$ cat src/rtl/btisa_fetch_unit_pkg.sv
// Shared types for the BTISA fetch stage: trit/instruction encodings,
// fetch FSM states and the trit legality helpers.
package btisa_fetch_unit_pkg;

  // Two-bit trit encoding; 2'b11 is the only illegal code.
  typedef logic [1:0] trit_t;

  localparam trit_t T_ZERO    = 2'b00;
  localparam trit_t T_POS_ONE = 2'b01;
  localparam trit_t T_NEG_ONE = 2'b10;

  typedef trit_t [8:0] instr_t;

  typedef enum logic {
    S_RUN  = 1'b0,
    S_HALT = 1'b1
  } fetch_state_e;

  function automatic logic trit_is_legal(trit_t t);
    return (t == T_NEG_ONE) || (t == T_ZERO) || (t == T_POS_ONE);
  endfunction

  // True when any trit of the word carries an illegal encoding.
  function automatic logic instr_has_fault(instr_t ins);
    logic f;
    f = 1'b0;
    for (int i = 0; i < 9; i++) begin
      if (!trit_is_legal(ins[i])) f = 1'b1;
    end
    return f;
  endfunction

endpackage

$ cat src/rtl/btisa_fetch_unit_if.sv
// Instruction-memory request/response and fetch-to-decode handshake bundle.
// master = fetch unit, slave = memory + decoder side.
interface btisa_fetch_unit_if #(
  parameter int ADDR_W = 8
);
  import btisa_fetch_unit_pkg::*;

  logic              imem_req_valid;
  logic              imem_req_ready;
  logic [ADDR_W-1:0] imem_req_addr;
  logic              imem_rsp_valid;
  instr_t            imem_rsp_data;

  logic              if_valid;
  logic              if_ready;
  instr_t            if_instr;
  logic [ADDR_W-1:0] if_pc;
  logic              if_fault;

  modport master (
    output imem_req_valid, imem_req_addr,
    input  imem_req_ready, imem_rsp_valid, imem_rsp_data,
    output if_valid, if_instr, if_pc, if_fault,
    input  if_ready
  );

  modport slave (
    input  imem_req_valid, imem_req_addr,
    output imem_req_ready, imem_rsp_valid, imem_rsp_data,
    input  if_valid, if_instr, if_pc, if_fault,
    output if_ready
  );

endinterface

$ cat src/rtl/btisa_fetch_unit_fifo.sv
// Small in-order buffer of {pc, instruction} entries with synchronous flush.
// The head reads as all-zero while the buffer is empty so downstream sees
// clean idle values.
module btisa_fetch_fifo #(
  parameter int DEPTH = 2,
  parameter int W     = 26
) (
  input  logic                         clk,
  input  logic                         rst,
  input  logic                         push_i,
  input  logic [W-1:0]                 push_data_i,
  input  logic                         pop_i,
  input  logic                         flush_i,
  output logic [$clog2(DEPTH+1)-1:0]   count_o,
  output logic [W-1:0]                 head_o
);

  localparam int CNT_W = $clog2(DEPTH + 1);
  localparam int PTR_W = (DEPTH > 1) ? $clog2(DEPTH) : 1;

  logic [W-1:0]     mem_q [DEPTH];
  logic [PTR_W-1:0] rd_q, rd_d, wr_q, wr_d;
  logic [CNT_W-1:0] cnt_q, cnt_d;
  logic             push_ok, pop_ok;

  function automatic logic [PTR_W-1:0] ptr_inc(logic [PTR_W-1:0] p);
    return (p == PTR_W'(DEPTH - 1)) ? '0 : p + PTR_W'(1);
  endfunction

  // Next-state for pointers and occupancy; flush discards everything,
  // including a push arriving in the same cycle.
  always_comb begin
    push_ok = push_i && !flush_i;
    pop_ok  = pop_i && (cnt_q != '0);
    rd_d    = rd_q;
    wr_d    = wr_q;
    cnt_d   = cnt_q;
    if (flush_i) begin
      rd_d  = '0;
      wr_d  = '0;
      cnt_d = '0;
    end else begin
      if (push_ok) wr_d = ptr_inc(wr_q);
      if (pop_ok)  rd_d = ptr_inc(rd_q);
      cnt_d = cnt_q + CNT_W'(push_ok) - CNT_W'(pop_ok);
    end
  end

  // Control state register.
  always_ff @(posedge clk or posedge rst) begin
    if (rst) begin
      rd_q  <= '0;
      wr_q  <= '0;
      cnt_q <= '0;
    end else begin
      rd_q  <= rd_d;
      wr_q  <= wr_d;
      cnt_q <= cnt_d;
    end
  end

  // Entry storage; data only, no reset needed.
  always_ff @(posedge clk) begin
    if (push_ok) mem_q[wr_q] <= push_data_i;
  end

  assign count_o = cnt_q;
  assign head_o  = (cnt_q != '0) ? mem_q[rd_q] : '0;

endmodule

$ cat src/rtl/btisa_fetch_unit.sv
// BTISA instruction fetch stage: issues word addresses to instruction memory
// under a credit limit, tags in-order responses with their PC, buffers them,
// and hands them to decode. Redirect and HALT flush the buffer and mark all
// in-flight responses for discard.
module btisa_fetch_unit
  import btisa_fetch_unit_pkg::*;
#(
  parameter int                ADDR_W     = 8,
  parameter logic [ADDR_W-1:0] RESET_PC   = '0,
  parameter int                FIFO_DEPTH = 2
) (
  input  logic              clk,
  input  logic              rst,
  btisa_fetch_unit_if.master bus,
  input  logic              redirect_valid,
  input  logic [ADDR_W-1:0] redirect_pc,
  input  logic              halt,
  output logic              halted
);

  localparam int CNT_W = $clog2(FIFO_DEPTH + 1);
  localparam int INS_W = $bits(instr_t);
  localparam int ENT_W = ADDR_W + INS_W;

  fetch_state_e      state_q, state_d;
  logic [ADDR_W-1:0] pc_q, pc_d, rsp_pc_q, rsp_pc_d;
  logic [CNT_W-1:0]  outst_q, outst_d, drop_q, drop_d;
  logic [CNT_W-1:0]  fifo_cnt;
  logic [ENT_W-1:0]  head;
  logic [CNT_W:0]    credit_used;
  logic              req_valid, req_fire, rsp_ok, push, pop, flush;

  // Issue, response accounting and FSM next-state. A pop in the current
  // cycle frees a buffer slot, so it is credited back before the limit test;
  // this keeps back-to-back fetch at one per cycle with single-cycle memory.
  always_comb begin
    pop         = (fifo_cnt != '0) && bus.if_ready;
    credit_used = {1'b0, outst_q} + {1'b0, fifo_cnt} - {{CNT_W{1'b0}}, pop};
    req_valid   = !rst && (state_q == S_RUN) && !redirect_valid && !halt &&
                  (credit_used < (CNT_W+1)'(FIFO_DEPTH));
    req_fire    = req_valid && bus.imem_req_ready;
    rsp_ok      = bus.imem_rsp_valid && (outst_q != '0);
    flush       = redirect_valid || halt;
    push        = rsp_ok && (drop_q == '0) && !flush;
    outst_d     = outst_q + CNT_W'(req_fire) - CNT_W'(rsp_ok);

    state_d  = state_q;
    pc_d     = pc_q;
    rsp_pc_d = rsp_pc_q;
    drop_d   = drop_q;

    if (flush) begin
      // Everything still in flight belongs to the squashed path.
      drop_d = outst_d;
    end else if (rsp_ok && (drop_q != '0)) begin
      drop_d = drop_q - CNT_W'(1);
    end

    if (redirect_valid) begin
      state_d  = S_RUN;
      pc_d     = redirect_pc;
      rsp_pc_d = redirect_pc;
    end else begin
      if (halt)     state_d  = S_HALT;
      if (req_fire) pc_d     = pc_q + ADDR_W'(1);
      if (push)     rsp_pc_d = rsp_pc_q + ADDR_W'(1);
    end
  end

  // FSM, PC and counter registers.
  always_ff @(posedge clk or posedge rst) begin
    if (rst) begin
      state_q  <= S_RUN;
      pc_q     <= RESET_PC;
      rsp_pc_q <= RESET_PC;
      outst_q  <= '0;
      drop_q   <= '0;
    end else begin
      state_q  <= state_d;
      pc_q     <= pc_d;
      rsp_pc_q <= rsp_pc_d;
      outst_q  <= outst_d;
      drop_q   <= drop_d;
    end
  end

  btisa_fetch_fifo #(
    .DEPTH (FIFO_DEPTH),
    .W     (ENT_W)
  ) u_fifo (
    .clk         (clk),
    .rst         (rst),
    .push_i      (push),
    .push_data_i ({rsp_pc_q, bus.imem_rsp_data}),
    .pop_i       (pop),
    .flush_i     (flush),
    .count_o     (fifo_cnt),
    .head_o      (head)
  );

  assign bus.imem_req_valid = req_valid;
  assign bus.imem_req_addr  = pc_q;
  assign bus.if_valid       = (fifo_cnt != '0);
  assign bus.if_pc          = head[ENT_W-1 -: ADDR_W];
  assign bus.if_instr       = head[INS_W-1:0];
  assign bus.if_fault       = instr_has_fault(head[INS_W-1:0]);
  assign halted             = (state_q == S_HALT);

  // A response with nothing outstanding means the memory broke ordering.
  a_no_orphan_rsp: assert property (@(posedge clk) disable iff (rst)
    !(bus.imem_rsp_valid && (outst_q == '0)));

  a_credit_bound: assert property (@(posedge clk) disable iff (rst)
    (({1'b0, outst_q} + {1'b0, fifo_cnt}) <= (CNT_W+1)'(FIFO_DEPTH)));

endmodule

$ cat src/flat_wrapper.sv
// flat-port wrapper written by rule: the top's interface ports become plain ports
module btisa_fetch_unit_flat import btisa_fetch_unit_pkg::*;
#(
  parameter int                ADDR_W     = 8,
  parameter logic [ADDR_W-1:0] RESET_PC   = '0,
  parameter int                FIFO_DEPTH = 2
)
  (clk, rst, redirect_valid, redirect_pc, halt, halted, bus_imem_req_valid, bus_imem_req_addr, bus_imem_req_ready, bus_imem_rsp_valid, bus_imem_rsp_data, bus_if_valid, bus_if_instr, bus_if_pc, bus_if_fault, bus_if_ready);
  btisa_fetch_unit_if #(.ADDR_W(ADDR_W)) bus_i ();
  input  logic clk;
  input  logic rst;
  input  logic redirect_valid;
  input  logic [ADDR_W-1:0] redirect_pc;
  input  logic halt;
  output logic halted;
  output wire logic [$bits(bus_i.imem_req_valid)-1:0] bus_imem_req_valid;
  output wire logic [$bits(bus_i.imem_req_addr)-1:0] bus_imem_req_addr;
  input wire logic [$bits(bus_i.imem_req_ready)-1:0] bus_imem_req_ready;
  input wire logic [$bits(bus_i.imem_rsp_valid)-1:0] bus_imem_rsp_valid;
  input wire logic [$bits(bus_i.imem_rsp_data)-1:0] bus_imem_rsp_data;
  output wire logic [$bits(bus_i.if_valid)-1:0] bus_if_valid;
  output wire logic [$bits(bus_i.if_instr)-1:0] bus_if_instr;
  output wire logic [$bits(bus_i.if_pc)-1:0] bus_if_pc;
  output wire logic [$bits(bus_i.if_fault)-1:0] bus_if_fault;
  input wire logic [$bits(bus_i.if_ready)-1:0] bus_if_ready;
  assign bus_imem_req_valid = bus_i.imem_req_valid;
  assign bus_imem_req_addr = bus_i.imem_req_addr;
  assign bus_i.imem_req_ready = bus_imem_req_ready;
  assign bus_i.imem_rsp_valid = bus_imem_rsp_valid;
  assign bus_i.imem_rsp_data = bus_imem_rsp_data;
  assign bus_if_valid = bus_i.if_valid;
  assign bus_if_instr = bus_i.if_instr;
  assign bus_if_pc = bus_i.if_pc;
  assign bus_if_fault = bus_i.if_fault;
  assign bus_i.if_ready = bus_if_ready;
  btisa_fetch_unit #(.ADDR_W(ADDR_W), .RESET_PC(RESET_PC), .FIFO_DEPTH(FIFO_DEPTH)) u_core (.clk(clk), .rst(rst), .bus(bus_i), .redirect_valid(redirect_valid), .redirect_pc(redirect_pc), .halt(halt), .halted(halted));
endmodule
$ cat config.mk
export PLATFORM = sky130hd
export DESIGN_NAME = btisa_fetch_unit_flat
export DESIGN_NICKNAME = d
export VERILOG_FILES = /design/src/rtl/btisa_fetch_unit_pkg.sv /design/src/rtl/btisa_fetch_unit_if.sv /design/src/rtl/btisa_fetch_unit_fifo.sv /design/src/rtl/btisa_fetch_unit.sv /design/src/flat_wrapper.sv
export SDC_FILE = /design/constraint.sdc
export NUM_CORES = 1
export LEC_CHECK = 0
export ABC_AREA = 1
export CAP_MARGIN = 20
export CORE_MARGIN = 2
export CORE_UTILIZATION = 32
export CTS_BUF_LIST = sky130_fd_sc_hd__clkbuf_4 sky130_fd_sc_hd__clkbuf_8
export DETAILED_ROUTE_END_ITERATION = 6
export GPL_ROUTABILITY_DRIVEN = 1
export PLACE_DENSITY = 0.55
export SLEW_MARGIN = 15
export SYNTH_ARGS = -nofsm -noshare
export SYNTH_HDL_FRONTEND = slang
export SYNTH_HIERARCHICAL = 1
export SYNTH_SLANG_ARGS = --single-unit
$ cat constraint.sdc
create_clock -name clk -period 2.59 [get_ports clk]
set_input_delay 0.518 -clock clk [delete_from_list [all_inputs] [get_ports clk]]
set_output_delay 0.518 -clock clk [all_outputs]
set_load 0.05 [all_outputs]
[Yosys cells after proc, flatten, opt, wreduce, memory -nomap -nowiden]
Memory sizes are Yosys's and may differ from the RTL's.
Index checks and enable logic that the tools add are counted.
Operators by class
  equality and inequality tests: 18
  order comparisons: 1
  reductions and logical operators: 54
  multiplexer cells: 27
  add/sub/neg operators: 11
  bitwise logic cells: 1
Operator list (number)
  8-bit two-way mux: 4
  26-bit two-way mux: 1
  2-bit zero test: 10
  1-bit logical OR: 19
  1-bit two-way mux: 19
  2-bit by 1-bit equality test with 1-bit output (second input constant): 9
  2-bit equality test (second input constant): 9
  2-bit nonzero test: 9
  8-bit by 1-bit adder with 8-bit output (second input constant): 2
  1-bit logical AND: 12
  2-bit two-way mux: 3
  2-bit by 1-bit adder with 2-bit output: 2
  1-bit zero test: 4
  2-bit by 1-bit subtractor with 2-bit output: 2
  2-bit by 2-bit adder with 3-bit output: 1
  3-bit by 2-bit less-than comparator with 1-bit output (second input constant): 1
  3-bit by 1-bit subtractor with 3-bit output: 1
  1-bit adder (second input constant): 2
  2-bit by 1-bit subtractor with 2-bit output (second input constant): 1
  1-bit inverter: 1
Word-level totals
  bits in writable memories: 52
  register bits after elaboration: 25
  input bits: 33
  memories kept: 1
Memories
  u_core.u_fifo.mem_q: words 2, width 26, read ports 1, clocked after memory_dff 0, wr ports 1, line btisa_fetch_unit_fifo.sv:21  | logic [W-1:0] mem_q [DEPTH];

[Depth between registers and ports, before layout]
  word-level depth: 14
  gate-level depth with buffers: 16

[Modules after synthesis]
The synthesis kept the hierarchy.
By module, submodules not included
  btisa_fetch_fifo: instances 1, area an instance 2296.0 um^2, cells an instance 172, sequential area each 1661.6 um^2
  btisa_fetch_unit: instances 1, area an instance 1559.0 um^2, cells an instance 222, sequential area each 525.5 um^2

[Worst setup path after synthesis]
Ideal clock, no wire load.
  kind: reg2reg
  start point: register u_core.u_fifo.cnt_q[0] (netlist: u_core/u_fifo/count_o[0])
  end point: register u_core.drop_q[1]
  stages on the path, launching flop included: 16
  path slack: -0.226 ns
  arrival: 2.751 ns
  cells stage by stage: dfrtp_1 o21a_1 ha_1 inv_1 nand2_1 fa_1 nand3_1 inv_1 nand3_4 ha_1 inv_1 ha_1 xnor2_1 xor2_1 nand2_1 nand2_1
Between the ends
  word-level cells in the longest chain between the ends: 9
Ends and longest elaborated chain
  start: declaration: line btisa_fetch_unit_fifo.sv:23  | logic [CNT_W-1:0] cnt_q, cnt_d;
  start signal: assignment: line btisa_fetch_unit_fifo.sv:58  | cnt_q <= cnt_d;
  2-bit nonzero test: line btisa_fetch_unit.sv:37  | pop = (fifo_cnt != '0) && bus.if_ready;
  1-bit logical AND: line btisa_fetch_unit.sv:37
  net u_core.pop: line btisa_fetch_unit.sv:31  | logic req_valid, req_fire, rsp_ok, push, pop, flush;
  3-bit by 1-bit subtractor with 3-bit output: line btisa_fetch_unit.sv:38  | credit_used = {1'b0, outst_q} + {1'b0, fifo_cnt} - {{CNT_W{1'b0}}, pop};
  3-bit by 2-bit less-than comparator with 1-bit output: line btisa_fetch_unit.sv:40  | (credit_used < (CNT_W+1)'(FIFO_DEPTH));
  1-bit logical AND: line btisa_fetch_unit.sv:39  | req_valid = !rst && (state_q == S_RUN) && !redirect_valid && !halt &&
  1-bit logical AND: line btisa_fetch_unit.sv:41  | req_fire = req_valid && bus.imem_req_ready;
  2-bit by 1-bit adder with 2-bit output: line btisa_fetch_unit.sv:45  | outst_d = outst_q + CNT_W'(req_fire) - CNT_W'(rsp_ok);
  2-bit by 1-bit subtractor with 2-bit output: line btisa_fetch_unit.sv:45
  net u_core.outst_d[1]: line btisa_fetch_unit.sv:27  | logic [CNT_W-1:0] outst_q, outst_d, drop_q, drop_d;
  2-bit two-way mux: line btisa_fetch_unit.sv:52  | if (flush) begin
  end signal: assignment: line btisa_fetch_unit.sv:83  | drop_q <= drop_d;
  end: declaration: line btisa_fetch_unit.sv:27
The timed path passes the listed nets, and every way through them passes these cells.
A chain may end at the register's enable or synchronous reset.

[Worst setup path after layout]
  start point: register u_core.u_fifo.cnt_q[1] (netlist: u_core/u_fifo/count_o[1])
  end point: output port bus_imem_req_valid
Between the ends
  word-level cells in the longest chain between the ends: 5
Ends and longest elaborated chain
  2-bit nonzero test: line btisa_fetch_unit.sv:37
  1-bit logical AND: line btisa_fetch_unit.sv:37
  net u_core.pop: line btisa_fetch_unit.sv:31
  3-bit by 1-bit subtractor with 3-bit output: line btisa_fetch_unit.sv:38
  3-bit by 2-bit less-than comparator with 1-bit output: line btisa_fetch_unit.sv:40
  1-bit logical AND: line btisa_fetch_unit.sv:39
  end: declaration: line flat_wrapper.sv:16  | output wire logic [$bits(bus_i.imem_req_valid)-1:0] bus_imem_req_valid;
The timed path passes the listed nets, and every way through them passes these cells.

==> impl_metrics.ini <==
[timing]
rsz0062_at_grt = true
drv_slew = 0
whs_ns = 0.409
setup_violations = 4
tightest_slew_ns = 0.502
worst_slack_ns = -0.264
finalCritPeriodShare = 1.10
fin_skew_ns = 0.0137
slew_headroom = 0.664
fmax_mhz = 350
final_hold_viol_count = 0
min_period_ns = 2.85
final.setup.tns_ns = -0.564

[route]
viasPerCell = 4.66
wl_met2_um = 4290
vias = 3024
ant_nets = 0
highest_layer = met4
wl_um = 8710
route.detailed.drc = 0
drt-met1-wl_um = 3810
avgRoutedWirePerCell_um = 13.4
met3_length_um = 481
drt_iter0_markers = 148
dr.pass1.iters = 4

[synthesis]
synth_cell_types = 37
synthFlopType = edfxtp_1
yosys_warnings = 6
synth_edf_count = 52
synth.avg_cell_area_um2 = 9.78
synth.yosys.seq_area_share = 0.567
synth_fp_nets = 437
yosys_register_bits = 77
synth-async-reset-ratio = 0.325
synthCells = 394
syn_area_mm2 = 0.00385

[placed_design]
place_area_mm2 = 0.00509
pre_cts_ws_ns = -0.689
io_buffers = 70
dp_hpwl_um = 6150
place.gp.congestion = 0.846
dp.cells = 620

[power]
internal-power_mw = 2.17
p_total_mw = 3.10
ir_drop_uv = 280
power_density_mw_per_mm2 = 563
clockPowerShare = 0.290
combPwrFrac = 0.227
p_switching_mw = 0.928
power.leakage_nw = 2.28
swShare = 0.299
seqPwrFrac = 0.483

[clock_tree]
cts_buffers = 9
cts_root_buf = clkbuf_8
insertion_delay_ns = 0.35
h-tree-depth = 3
cts_tree = yes
path_clk_slew_ns = 0.08
clock_sinks = 77
clk_path_buf_depth = 2

[global_routing]
grt.total_usage = 0.136
grt_pass1_vias = 2999
antenna_found_initial = 0
grt_remaining_overflow = 0
grt_pass1_wl_um = 13800
grt_max_degree = 29

[setup_path]
crit_buf_inv = 3
worstReg2RegStart = u_core/u_fifo/count_o[1]
endpoint_kind = output pin
cp_max_fo = 2
setup.worst_path.start = u_core/u_fifo/count_o[1]
cp_cell_sequence = o21a_1 > ha_1 > inv_1 > nand2_2 > fa_2 > nand3_4 > buf_6 > nor2_4 > buf_12
critPathRequiredTime_ns = 2.07
crit_family = adder cells
cp.arrival_ns = 2.34
crit_cells = 9
reg2regPathDepth = 14
worstSetupPathType = register to output pin
cp-start-kind = register
cp_slowest_cell = fa_2
crit_path_max_incr_delay_ns = 0.55

[layout]
stdcell_count = 649
diodes = 0
fillerInstances = 1125
layout-area-overhead-vs-synth_pct = 42.8
drive_gt1_frac = 0.247
final_util = 0.464
nNetsFinal = 540
design_area_mm2 = 0.00551

[status]
violations = setup timing
outcome = finished with violations

[floorplanning]
die_w_um = 114
core_area_mm2 = 0.0119
rows = 40
io_pins = 71
die_height_um = 114
die_area_mm2 = 0.0129
start_util = 0.325

[min_path]
hold_class = input pin to async pin

[run]
maxCapViolCount = 0
## kinds of logic after synthesis
logic type	share of synthesized area
AO/OA/AOI/OAI	0.0844
XOR/XNOR	0.00682
adder cells (fa/ha/maj)	0.0344
buffers and inverters	0.0691
flip-flops	0.567
AND/OR/NAND/NOR	0.238
## sequential cells by signal, indices dropped and copies added (netlist names)
name                      cells
u_core/outst_q                2
u_core/u_fifo/mem_q          52
u_core/bus.imem_req_addr      8
u_core/rsp_pc_q               8
u_core/halted                 1
u_core/u_fifo/count_o         2
u_core/u_fifo/rd_q            1
u_core/u_fifo/wr_q            1
u_core/drop_q                 2
## cell usage after synthesis, types with 3 or more instances
library cell	n	share of area
o21ai_0	11	0.014
nor2_1	26	0.025
nand3_1	24	0.031
edfxtp_1	52	0.41
nand4_1	4	0.0065
nand3_2	6	0.016
inv_1	39	0.038
a21oi_1	10	0.013
nand2_1	135	0.13
nor2_4	3	0.0088
a21oi_2	19	0.043
dfrtp_1	25	0.16
ha_1	9	0.029
## placed cells by master, fill, tap and decap left out, drive strengths merged
master	count
o21bai	1
nand4	4
inv	43
dlygate4sd2	1
buf	57
o21ai	14
or2	1
clkdlybuf4s50	41
o21a	1
dfrtp	25
xor2	2
clkinv	5
a21oi	29
nand2	138
fa	1
nor3	1
nand3b	1
clkbuf	11
nand3	31
ha	9
nor2	30
edfxtp	52
bufinv	1
nor3b	1
a22o	1
xnor2	1
## area by class of cell
cell class	count	area, um2	area share
Inverter	42	161	0.0293
Timing Repair Buffer	101	1300	0.236
Sequential cell	77	2190	0.397
Clock inverter	7	72.6	0.0132
Multi-Input combinational cell	266	1480	0.268
Tap cell	147	184	0.0334
Clock buffer	9	124	0.0225
## worst register-to-register path: cells and delay by family, from the launching register on
kind	cells	cell delay (ns)
AOI/OAI and AO/OA	1	0.21
buffers and inverters	4	0.30
and+or+nand+nor	3	0.21
DFF	1	0.39
adders and majority gates	4	1.24
xor gates and xnor gates	2	0.29
## power groups by stage
stage	combinational [mW]	clock, mW	sequential, mW
2_1_floorplan	0.378	0	1.56
3_3_place_gp	0.611	0	1.52
3_5_place_dp	0.636	0	1.52
4_1_cts	0.684	0.923	1.50
5_1_grt	0.795	0.969	1.51
6_report	0.704	0.899	1.50
## final timing paths
| check | to | slack (ns) |
|---|---|---|
| min reg2reg | u_core/halted | 0.54 |
| min | u_core/u_fifo/count_o[0] | 0.41 |
| max in group asynchronous | u_core/bus.imem_req_addr[6] | 1.71 |
| max | bus_imem_req_valid | -0.26 |
| max reg2reg | u_core/outst_q[1] | -0.15 |
| min in group clk | u_core/halted | 0.54 |
## layer usage
metal,vias up,global-route usage
met5,-,0
met4,0,0.0504
li1,1504,-
met2,103,0.240
met3,14,0.0271
met1,1403,0.164
## what timing repair did
action / 4_1_cts / 5_1_grt
hold buffers: 0 / 0
gates cloned: 0 / 2
resized for setup: 7 / 15
pin swaps: 6 / 10
setup endpoints to repair: 4 / 5
buffers inserted: 5 / 6
Note: power is estimated with default switching activity, not from simulation.
